<file path="config.mk">
export PLATFORM = sky130hd
export DESIGN_NAME = muldiv_seq
export DESIGN_NICKNAME = d
export VERILOG_FILES = /design/src/rtl/muldiv_seq_pkg.sv /design/src/rtl/muldiv_seq.sv
export SDC_FILE = /design/constraint.sdc
export NUM_CORES = 1
export LEC_CHECK = 0
export CAP_MARGIN = 20
export CORE_MARGIN = 2
export CORE_UTILIZATION = 54
export DETAILED_ROUTE_END_ITERATION = 12
export PLACE_DENSITY = 0.88
export SLEW_MARGIN = 20
export SYNTH_ARGS = -nofsm -noshare
export SYNTH_HDL_FRONTEND = slang
export SYNTH_SLANG_ARGS = --single-unit
</file>
<file path="constraint.sdc">
create_clock -name clk -period 3.92 [get_ports clk]
set_clock_uncertainty 0.2 [all_clocks]
set_input_delay 0.588 -clock clk [delete_from_list [all_inputs] [get_ports clk]]
set_output_delay 0.588 -clock clk [all_outputs]
set_load 0.01 [all_outputs]
</file>
<file path="src/rtl/muldiv_seq_pkg.sv">
// muldiv_seq shared constants: HI/LO opcodes,
// ALU function codes and FSM encoding.
package muldiv_seq_pkg;

  localparam logic [1:0] MD_MULTU = 2'b00;
  localparam logic [1:0] MD_DIVU  = 2'b01;
  localparam logic [1:0] MD_MTHI  = 2'b10;
  localparam logic [1:0] MD_MTLO  = 2'b11;

  localparam logic [3:0] ALU_ADD = 4'b0010;
  localparam logic [3:0] ALU_SUB = 4'b0110;

  localparam logic [1:0] ST_IDLE = 2'b00;
  localparam logic [1:0] ST_RUN  = 2'b01;
  localparam logic [1:0] ST_DONE = 2'b10;

  localparam logic OP_MUL = 1'b0;
  localparam logic OP_DIV = 1'b1;

endpackage

</file>
<file path="src/rtl/muldiv_seq.sv">
// Sequential HI/LO unit: shift-add MULTU, restoring DIVU,
// MTHI/MTLO. All adds/subtracts go through the shared ALU.
module muldiv_seq
  import muldiv_seq_pkg::*;
#(
  parameter int XLEN = 32,
  parameter int ITER = 32
) (
  input  logic            clk,
  input  logic            rst,
  input  logic            start,
  input  logic [1:0]      op,
  input  logic [XLEN-1:0] rs,
  input  logic [XLEN-1:0] rt,
  output logic            busy,
  output logic            done,
  output logic            div_zero,
  output logic [XLEN-1:0] hi,
  output logic [XLEN-1:0] lo,
  output logic [XLEN-1:0] alu_a,
  output logic [XLEN-1:0] alu_b,
  output logic [3:0]      alu_ctrl,
  input  logic [XLEN-1:0] alu_result
);

  localparam logic [4:0] CNT_LAST = 5'(ITER - 1);

  logic [1:0]      state;
  logic [XLEN-1:0] opnd;
  logic [4:0]      cnt;
  logic            cur_op;
  logic            mt_done;

  logic            issue;
  logic            is_run;
  logic [XLEN-1:0] rem_sh;
  logic            rem_msb;
  logic            take;
  logic            carry;
  logic [XLEN-1:0] sum;
  logic [XLEN-1:0] hi_nx;
  logic [XLEN-1:0] lo_nx;

  assign is_run = (state == ST_RUN);
  assign issue  = start & (state == ST_IDLE);
  assign busy   = is_run | (state == ST_DONE);
  assign done   = (state == ST_DONE) | mt_done;

  // Divide view: partial remainder shifted left by one bit.
  always_comb begin
    rem_sh  = {hi[XLEN-2:0], lo[XLEN-1]};
    rem_msb = hi[XLEN-1];
  end

  // Drive the shared ALU only while iterating.
  always_comb begin
    alu_a    = '0;
    alu_b    = '0;
    alu_ctrl = ALU_ADD;
    unique case (1'b1)
      is_run && cur_op == OP_MUL: begin
        alu_a    = hi;
        alu_b    = opnd;
        alu_ctrl = ALU_ADD;
      end
      is_run && cur_op == OP_DIV: begin
        alu_a    = rem_sh;
        alu_b    = opnd;
        alu_ctrl = ALU_SUB;
      end
      default: begin
        alu_a    = '0;
        alu_b    = '0;
        alu_ctrl = ALU_ADD;
      end
    endcase
  end

  // One iteration of shift-add multiply or restoring divide.
  always_comb begin
    sum   = hi;
    carry = 1'b0;
    take  = 1'b0;
    hi_nx = hi;
    lo_nx = lo;
    if (cur_op == OP_MUL) begin
      if (lo[0]) begin
        sum   = alu_result;
        carry = (alu_result < hi);
      end
      hi_nx = {carry, sum[XLEN-1:1]};
      lo_nx = {sum[0], lo[XLEN-1:1]};
    end else begin
      // The 33rd remainder bit forces a subtract.
      take  = rem_msb | (rem_sh >= opnd);
      hi_nx = take ? alu_result : rem_sh;
      lo_nx = {lo[XLEN-2:0], take};
    end
  end

  // FSM plus HI/LO/operand registers.
  always_ff @(posedge clk) begin
    if (rst) begin
      state    <= ST_IDLE;
      hi       <= '0;
      lo       <= '0;
      opnd     <= '0;
      cnt      <= '0;
      cur_op   <= OP_MUL;
      div_zero <= 1'b0;
      mt_done  <= 1'b0;
    end else begin
      mt_done <= 1'b0;
      unique case (state)
        ST_IDLE: begin
          if (issue) begin
            unique case (op)
              MD_MULTU: begin
                hi       <= '0;
                lo       <= rt;
                opnd     <= rs;
                cnt      <= '0;
                cur_op   <= OP_MUL;
                div_zero <= 1'b0;
                state    <= ST_RUN;
              end
              MD_DIVU: begin
                hi       <= '0;
                lo       <= rs;
                opnd     <= rt;
                cnt      <= '0;
                cur_op   <= OP_DIV;
                div_zero <= (rt == '0);
                state    <= ST_RUN;
              end
              MD_MTHI: begin
                hi      <= rs;
                mt_done <= 1'b1;
              end
              MD_MTLO: begin
                lo      <= rs;
                mt_done <= 1'b1;
              end
              default: begin
                state <= ST_IDLE;
              end
            endcase
          end
        end
        ST_RUN: begin
          hi  <= hi_nx;
          lo  <= lo_nx;
          cnt <= cnt + 5'd1;
          if (cnt == CNT_LAST) begin
            state <= ST_DONE;
          end
        end
        ST_DONE: begin
          state <= ST_IDLE;
        end
        default: begin
          state <= ST_IDLE;
        end
      endcase
    end
  end

endmodule

</file>
==> results of run 1 <==
[layout make-up]
cell class                 count  area share
multi-input combinational    865       0.523
timing repair buffer         252       0.216
sequential                   106       0.186
tap                          216      0.0237
inverter                      71      0.0233
clock buffer                  11      0.0222
clock inverter                 5     0.00570
antenna                        1    0.000219
[cell usage after synthesis, drive strengths merged, types with 16 or more instances]
cell type  number
nand2          47
o21ai          16
dfxtp         106
and2           34
a311o          31
nor3           34
nor2b          39
inv            71
buf            28
ha             69
nor2          173
mux2i         128
a211oi        126
clkbuf         68
a21oi          87
[flip-flops by register name (all words and copies together) (netlist names)]
register,count
state,2
mt_done,1
cur_op,1
opnd,32
div_zero,1
lo,32
cnt,5
hi,32
[metal layers]
metal  track usage  part of all wire  routed length [um]  vias up
met2         0.544              0.46               13500      481
met5             0                 0                   0        -
li1              -                 -                   -     4426
met4         0.175             0.050                1480        0
met3        0.0513             0.086                2540       80
met1         0.419              0.40               11900     4386
[worst max path at each step]
stage                         from        to  depth (start not counted)  slack [ps]
after detailed placement     op[1]    hi[19]                          7         670
after global placement       start    hi[10]                          7         810
final                     state[1]  alu_a[2]                          6         290
after global routing      state[1]  alu_a[2]                          6         180
after floorplan             lo[31]     hi[0]                         10        1140
after CTS                 state[1]  alu_a[2]                          6         310
[per-stage QoR]
stage               hold slack [ps]  std cells  cell area (um2)  worst slack, ps
detailed placement              283       1510            11100              673
finish                          294       1527            11400              290
CTS                             294       1526            11400              309
floorplan                       260       1138             8740             1140
global route                    308       1526            11400              177
global placement                274       1510            11100              807
[cell usage in the layout, fill, tap and decap left out, types with 2 or more instances in the layout]
cell type / n
a211oi_1: 126
a21boi_0: 2
a21o_1: 12
a21oi_1: 87
a221oi_1: 2
a22oi_1: 2
a311o_1: 31
a32oi_1: 3
and2_1: 33
buf_4: 22
clkbuf_16: 10
clkdlybuf4s50_1: 230
conb_1: 3
dfxtp_1: 104
ha_1: 68
inv_1: 71
inv_6: 4
mux2i_1: 128
nand2_1: 47
nand2b_1: 7
nand3_1: 3
nand4_1: 13
nor2_1: 171
nor2b_1: 39
nor3_1: 34
nor4_1: 9
o211ai_1: 2
o21ai_0: 12
o21ai_1: 4
o22ai_1: 2
or2_2: 2
or4_1: 3
[worst max-delay path, delay by kind of cell, from the launching register on]
kind | cells | cell delay, ps
adder cells (fa/ha/maj) | 1 | 470
buffers and inverters | 3 | 1030
flip-flops | 1 | 330
AND/OR/NAND/NOR | 2 | 620
[power groups by stage]
stage               combinational [mW]  clock [mW]  sequential [mW]
global placement                  1.11           0             1.32
floorplan                        0.708           0             1.29
CTS                               1.15        1.00             1.30
detailed placement                1.14           0             1.32
global route                      1.27        1.04             1.31
finish                            1.17        1.01             1.30
[cell families after synthesis]
group | synth area share
DFF | 0.243
and+or+nand+nor | 0.198
adders and majority gates | 0.0989
other | 0.000860
AOI/OAI and AO/OA | 0.235
muxes | 0.147
buffers and inverters | 0.0774
==> metrics.md, run 1 <==
| Metric | Value |
|---|---|
| Crit-path cells | inv_1 > ha_2 > nand2_1 > buf_4 > nor2_1 > clkdlybuf4s50_1 |
| Worst Hold End | div_zero |
| P_sw | 1.24 mW |
| Post-synth top area share | 0.243 |
| Slew Limit Headroom | 0.238 |
| Top Ports | 236 |
| Global-route wire length before repair | 46600 um |
| H-tree levels | 3 |
| CTS-repair resized insts | 0 |
| DRT Wirelength | 29400 um |
| HPWL after DPL | 21200 um |
| Synth Warn # | 0 |
| Flop pwr share | 0.374 |
| Critical Path Slowest Stage Cell | clkdlybuf4s50_1 |
| Post-layout nets | 1475 |
| Util after Layout | 0.722 |
| Synth top area cells | dfxtp_1, mux2i_1, a211oi_1 |
| Mean Syn Cell Area | 7.68 um2 |
| Total power | 3.48 mW |
| CP max FO | 21 |
| Clk slew on worst S/H paths | 80 ps |
| Area growth, synth to finish | 30.8% |
| GPL Wtd Cong | 0.939 |
| Largest net degree at the start of global routing | 89 |
| Yosys reg bits | 106 |
| CTS Hold Bufs | 0 |
| Number of vias in the routed layout | 9373 |
| Latest clock arrival within the worst-skew pair | 370 ps |
| Die height | 131 um |
| P_int | 2.24 mW |
| Clock Tree Buf Depth | 2 |
| Final slew viol count | 0 |
| Drt drc | 0 |
| Max_cap viols | 0 |
| Setup-failing EPs final | 0 |
| Synth area leader | dfxtp_1 |
| Avg WL per Cell | 19.3 um |
| Number of I/O port buffers | 232 |
| Hold path cells | 2 |
| Worst EP arrival | 2840 ps |
| CTS Root Cell | clkbuf_16 |
| Worst min path class | reg2reg |
| CP peak stage delay | 570 ps |
| Startpoint class of the critical path | register |
| First-iteration detailed-routing DRC count | 892 |
| Yosys cell types | 48 |
| Cells after synthesis | 1137 |
| Post-synthesis sequential area ratio | 0.243 |
| Vias in the first global route | 8844 |
| Worst r2r src | state[1] |
| Fmax | 275 MHz |
| Worst Setup End Kind | primary output |
| Critical path required time | 3130 ps |
| Min-delay src | div_zero |
| GRT overflow | 0 |
| Main synth FF type | dfxtp_1 |
| Post-synth EDFFs | 0 |
| Final period util | 0.926 |
| Core Box Area | 15800 um2 |
| Mapped cell area | 8730 um2 |
| Initial core utilization | 0.552 |
| Post-synthesis async set-or-reset flop share | 0 |
| FF/Latch Area | 2130 um2 |
| Rows | 46 |
| Clock power share | 0.290 |
| Vias per cell | 6.14 |
| Worst r2r dst | hi[19] |
| Setup_tns | 0 ps |
| CTS sink count | 106 |
| Worst-Margin Slew | 1140 ps |
| Status | finished, final reports clean |
| Post-DRT Antenna Nets | 0 |
| Drt pass-1 iters | 5 |
| Tmin final | 3630 ps |
| Leak Pwr | 4.06 nW |
| Initial antenna violation count | 0 |
| Total CTS buffers | 9 |
| Final hold vios | 0 |
| Gate power share | 0.336 |
| R2r setup slk | 860 ps |
| TritonCTS clock tree | done |
| Area used by multi-input combinational logic | 5970 um2 |
| Die X | 131 um |
| RSZ-0062 raised after global routing | no |
| Power per cell area | 304 nW/um2 |
| Net Sw Frac | 0.356 |
| Total Routing Usage GR | 0.331 |
| VDD IR max | 247 uV |
| Postcts setup bufs | 0 |
| Share of cells above drive strength 1 | 0.0366 |
| Kind of critical path | reg2out |
| Filler cells | 1266 |
| Die outline area | 17200 um2 |
| Reg2Reg Depth | 8 |
Note: power is estimated with default switching activity, not from simulation.
==> inputs of run 2 (changes only) <==
- PLACE_DENSITY: 0.88 -> 0.87
==> metrics.md, run 2 (synthesis gave the netlist of run 1 again) <==
| Metric | Value |
|---|---|
| P_sw | 1.21 mW (-2.6%) |
| Clock Tree Buf Depth | 2 (unchanged) |
| Final instance area | 11400 um2 (about the same) |
| RSZ-0062 raised after global routing | no |
| Final slew viol count | 0 (unchanged) |
| Total CTS buffers | 9 (unchanged) |
| First-iteration detailed-routing DRC count | 834 (-6.5%) |
| CTS Root Cell | clkbuf_16 |
| Rows | 46 (unchanged) |
| Number of vias in the routed layout | 9402 (+0.31%) |
| Worst Setup End Kind | primary output |
| Startpoint class of the critical path | register |
| P_int | 2.22 mW (-0.62%) |
| Flop pwr share | 0.380 (+0.006) |
| Largest net degree at the start of global routing | 98 (+10%) |
| Vias in the first global route | 8785 (-0.67%) |
| Share of cells above drive strength 1 | 0.0351 (-0.00150) |
| Worst path bufs/invs | 3 (unchanged) |
| Worst-Margin Slew | 1130 ps (-15.1 ps) |
| HPWL after DPL | 21200 um (+0.27%) |
| Drt drc | 0 (unchanged) |
| Reg2Reg Depth | 8 (unchanged) |
| Power per cell area | 300 nW/um2 (-1.4%) |
| GR Util met1 | 0.409 (-0.0101) |
| Area growth, synth to finish | 30.8% (about the same) |
| Worst EP arrival | 2440 ps (-400 ps) |
| Dpl cells | 1509 (-0.066%) |
| Total Routing Usage GR | 0.328 (-0.00322) |
| CTS Hold Bufs | 0 (unchanged) |
| Worst r2r dst | hi[31] |
| M2 GR Usage | 0.535 (-0.00906) |
| Fmax | 310 MHz (+12%) |
| Clk slew on worst S/H paths | 70 ps (about the same) |
| Dpl cell area | 11100 um2 (+0.16%) |
| TritonCTS clock tree | done |
| Kind of critical path | reg2out |
| Initial core utilization | 0.552 (unchanged) |
| Gate power share | 0.340 (+0.004) |
| Status | finished, final reports clean |
| Drt pass-1 iters | 5 (unchanged) |
| Net Sw Frac | 0.352 (-0.00455) |
| Setup_tns | 0 ps (unchanged) |
| CTS sink count | 106 (unchanged) |
| Worst min path class | reg2reg |
| Number of I/O port buffers | 232 (unchanged) |
| Die outline area | 17200 um2 (unchanged) |
| Post-DRT Antenna Nets | 0 (unchanged) |
| Fin cells | 1526 (-0.065%) |
| Die height | 131 um (unchanged) |
| GPL Wtd Cong | 0.941 (+0.20%) |
| Setup-failing EPs final | 0 (unchanged) |
| Crit path from | state[1] |
| Critical Path Slowest Stage Cell | clkdlybuf4s50_1 |
| Worst r2r src | hi[24] |
| Commonest cells after routing, fill and taps aside | clkdlybuf4s50_1, nor2_1, mux2i_1, a211oi_1, dfxtp_1 |
| CTS-repair resized insts | 0 (unchanged) |
| Avg WL per Cell | 19.3 um (+0.14%) |
| Postcts setup bufs | 0 (unchanged) |
| Top Ports | 236 (unchanged) |
| Critical path required time | 3130 ps (about the same) |
| DRT Wirelength | 29500 um (about the same) |
| Filler cells | 1239 (-2.1%) |
| Initial antenna violation count | 1 (+1) |
| Top Registers | hi x32, lo x32, opnd x32 |
| Total power | 3.43 mW (-1.3%) |
| Leak Pwr | 4.05 nW (-0.15%) |
| Clock power share | 0.281 (-0.009) |
| CP peak stage delay | 540 ps (-30 ps) |
| Vias per cell | 6.16 (+0.38%) |
| Global-route wire length before repair | 46000 um (-1.2%) |
| CP max FO | 32 (+52%) |
| Die X | 131 um (unchanged) |
| H-tree levels | 3 (unchanged) |
| Most Crowded Layer GR | met2 |
| Most common cell after layout, fill and taps aside | clkdlybuf4s50_1 |
| Post-layout nets | 1474 (-0.068%) |
| CP top delay family | buffers and inverters |
| Max_cap viols | 0 (unchanged) |
| Core Box Area | 15800 um2 (unchanged) |
| Slew Limit Headroom | 0.248 (+0.0100) |
| Crit-path cells | inv_1 > ha_1 > nand2_1 > buf_4 > nor2_1 > clkdlybuf4s50_1 |
| Final period util | 0.824 (-0.102) |
| VDD IR max | 224 uV (-9.1%) |
| Critical path depth | 6 (unchanged) |
| GRT overflow | 0 (unchanged) |
| Latest clock arrival within the worst-skew pair | 360 ps (about the same) |
| Critical Path Sink | alu_a[8] |
| Tmin final | 3230 ps (-399 ps) |
| Final hold vios | 0 (unchanged) |
| Routing usage on met3 | 0.0640 (+0.0127) |
| R2r setup slk | 860 ps (about the same) |
run 2: worst min path at each step:
stage | from | endpoint | slack (ps) | cells past startpoint
3_5_place_dp | cnt[4] | cnt[4] | 280 | 2
6_report | div_zero | div_zero | 310 | 2
5_1_grt | opnd[11] | opnd[11] | 330 | 2
4_1_cts | div_zero | div_zero | 300 | 2
2_1_floorplan | cnt[4] | cnt[4] | 260 | 2
3_3_place_gp | div_zero | div_zero | 270 | 2
run 2: final cells by class:
type / instances / area, um2 / area share
Timing Repair Buffer: 251 / 2480 / 0.217
Antenna cell: 1 / 2.50 / 0.000219
Clock inverter: 3 / 46.3 / 0.00405
Inverter: 71 / 267 / 0.0233
Sequential cell: 106 / 2130 / 0.186
Clock buffer: 13 / 260 / 0.0228
Multi-Input combinational cell: 865 / 5970 / 0.522
Tap cell: 216 / 270 / 0.0237
run 2: power groups by stage:
stage	registers, mW	logic [mW]	clock network [mW]
after global placement	1.32	1.11	0
after floorplan	1.29	0.708	0
after CTS	1.30	1.15	0.968
after global routing	1.31	1.26	1.01
after detailed placement	1.32	1.14	0
final	1.30	1.16	0.964
run 2: per-layer routing:
metal / wire (um) / vias to the layer above / share of wire
li1: - / 4436 / -
met1: 11900 / 4369 / 0.40
met2: 13500 / 503 / 0.46
met3: 2550 / 94 / 0.087
met4: 1530 / 0 / 0.052
met5: 0 / - / 0
run 2: per-stage QoR:
| stage | utilization | hold slack, ps | worst slack, ps |
|---|---|---|---|
| finish | 0.722 | 309 | 689 |
| global route | 0.722 | 327 | 538 |
| CTS | 0.722 | 304 | 698 |
| detailed placement | 0.702 | 284 | 694 |
| global placement | 0.702 | 269 | 807 |
| floorplan | - | 260 | 1140 |
run 2: worst reg2reg max path, cell delays in order, from the launching register on:
cell	delay, ps
dfxtp_1	410
ha_1	350
nand4_1	170
or4_1	610
a31oi_2	200
buf_4	280
or2_1	140
buf_4	350
o221ai_1	200
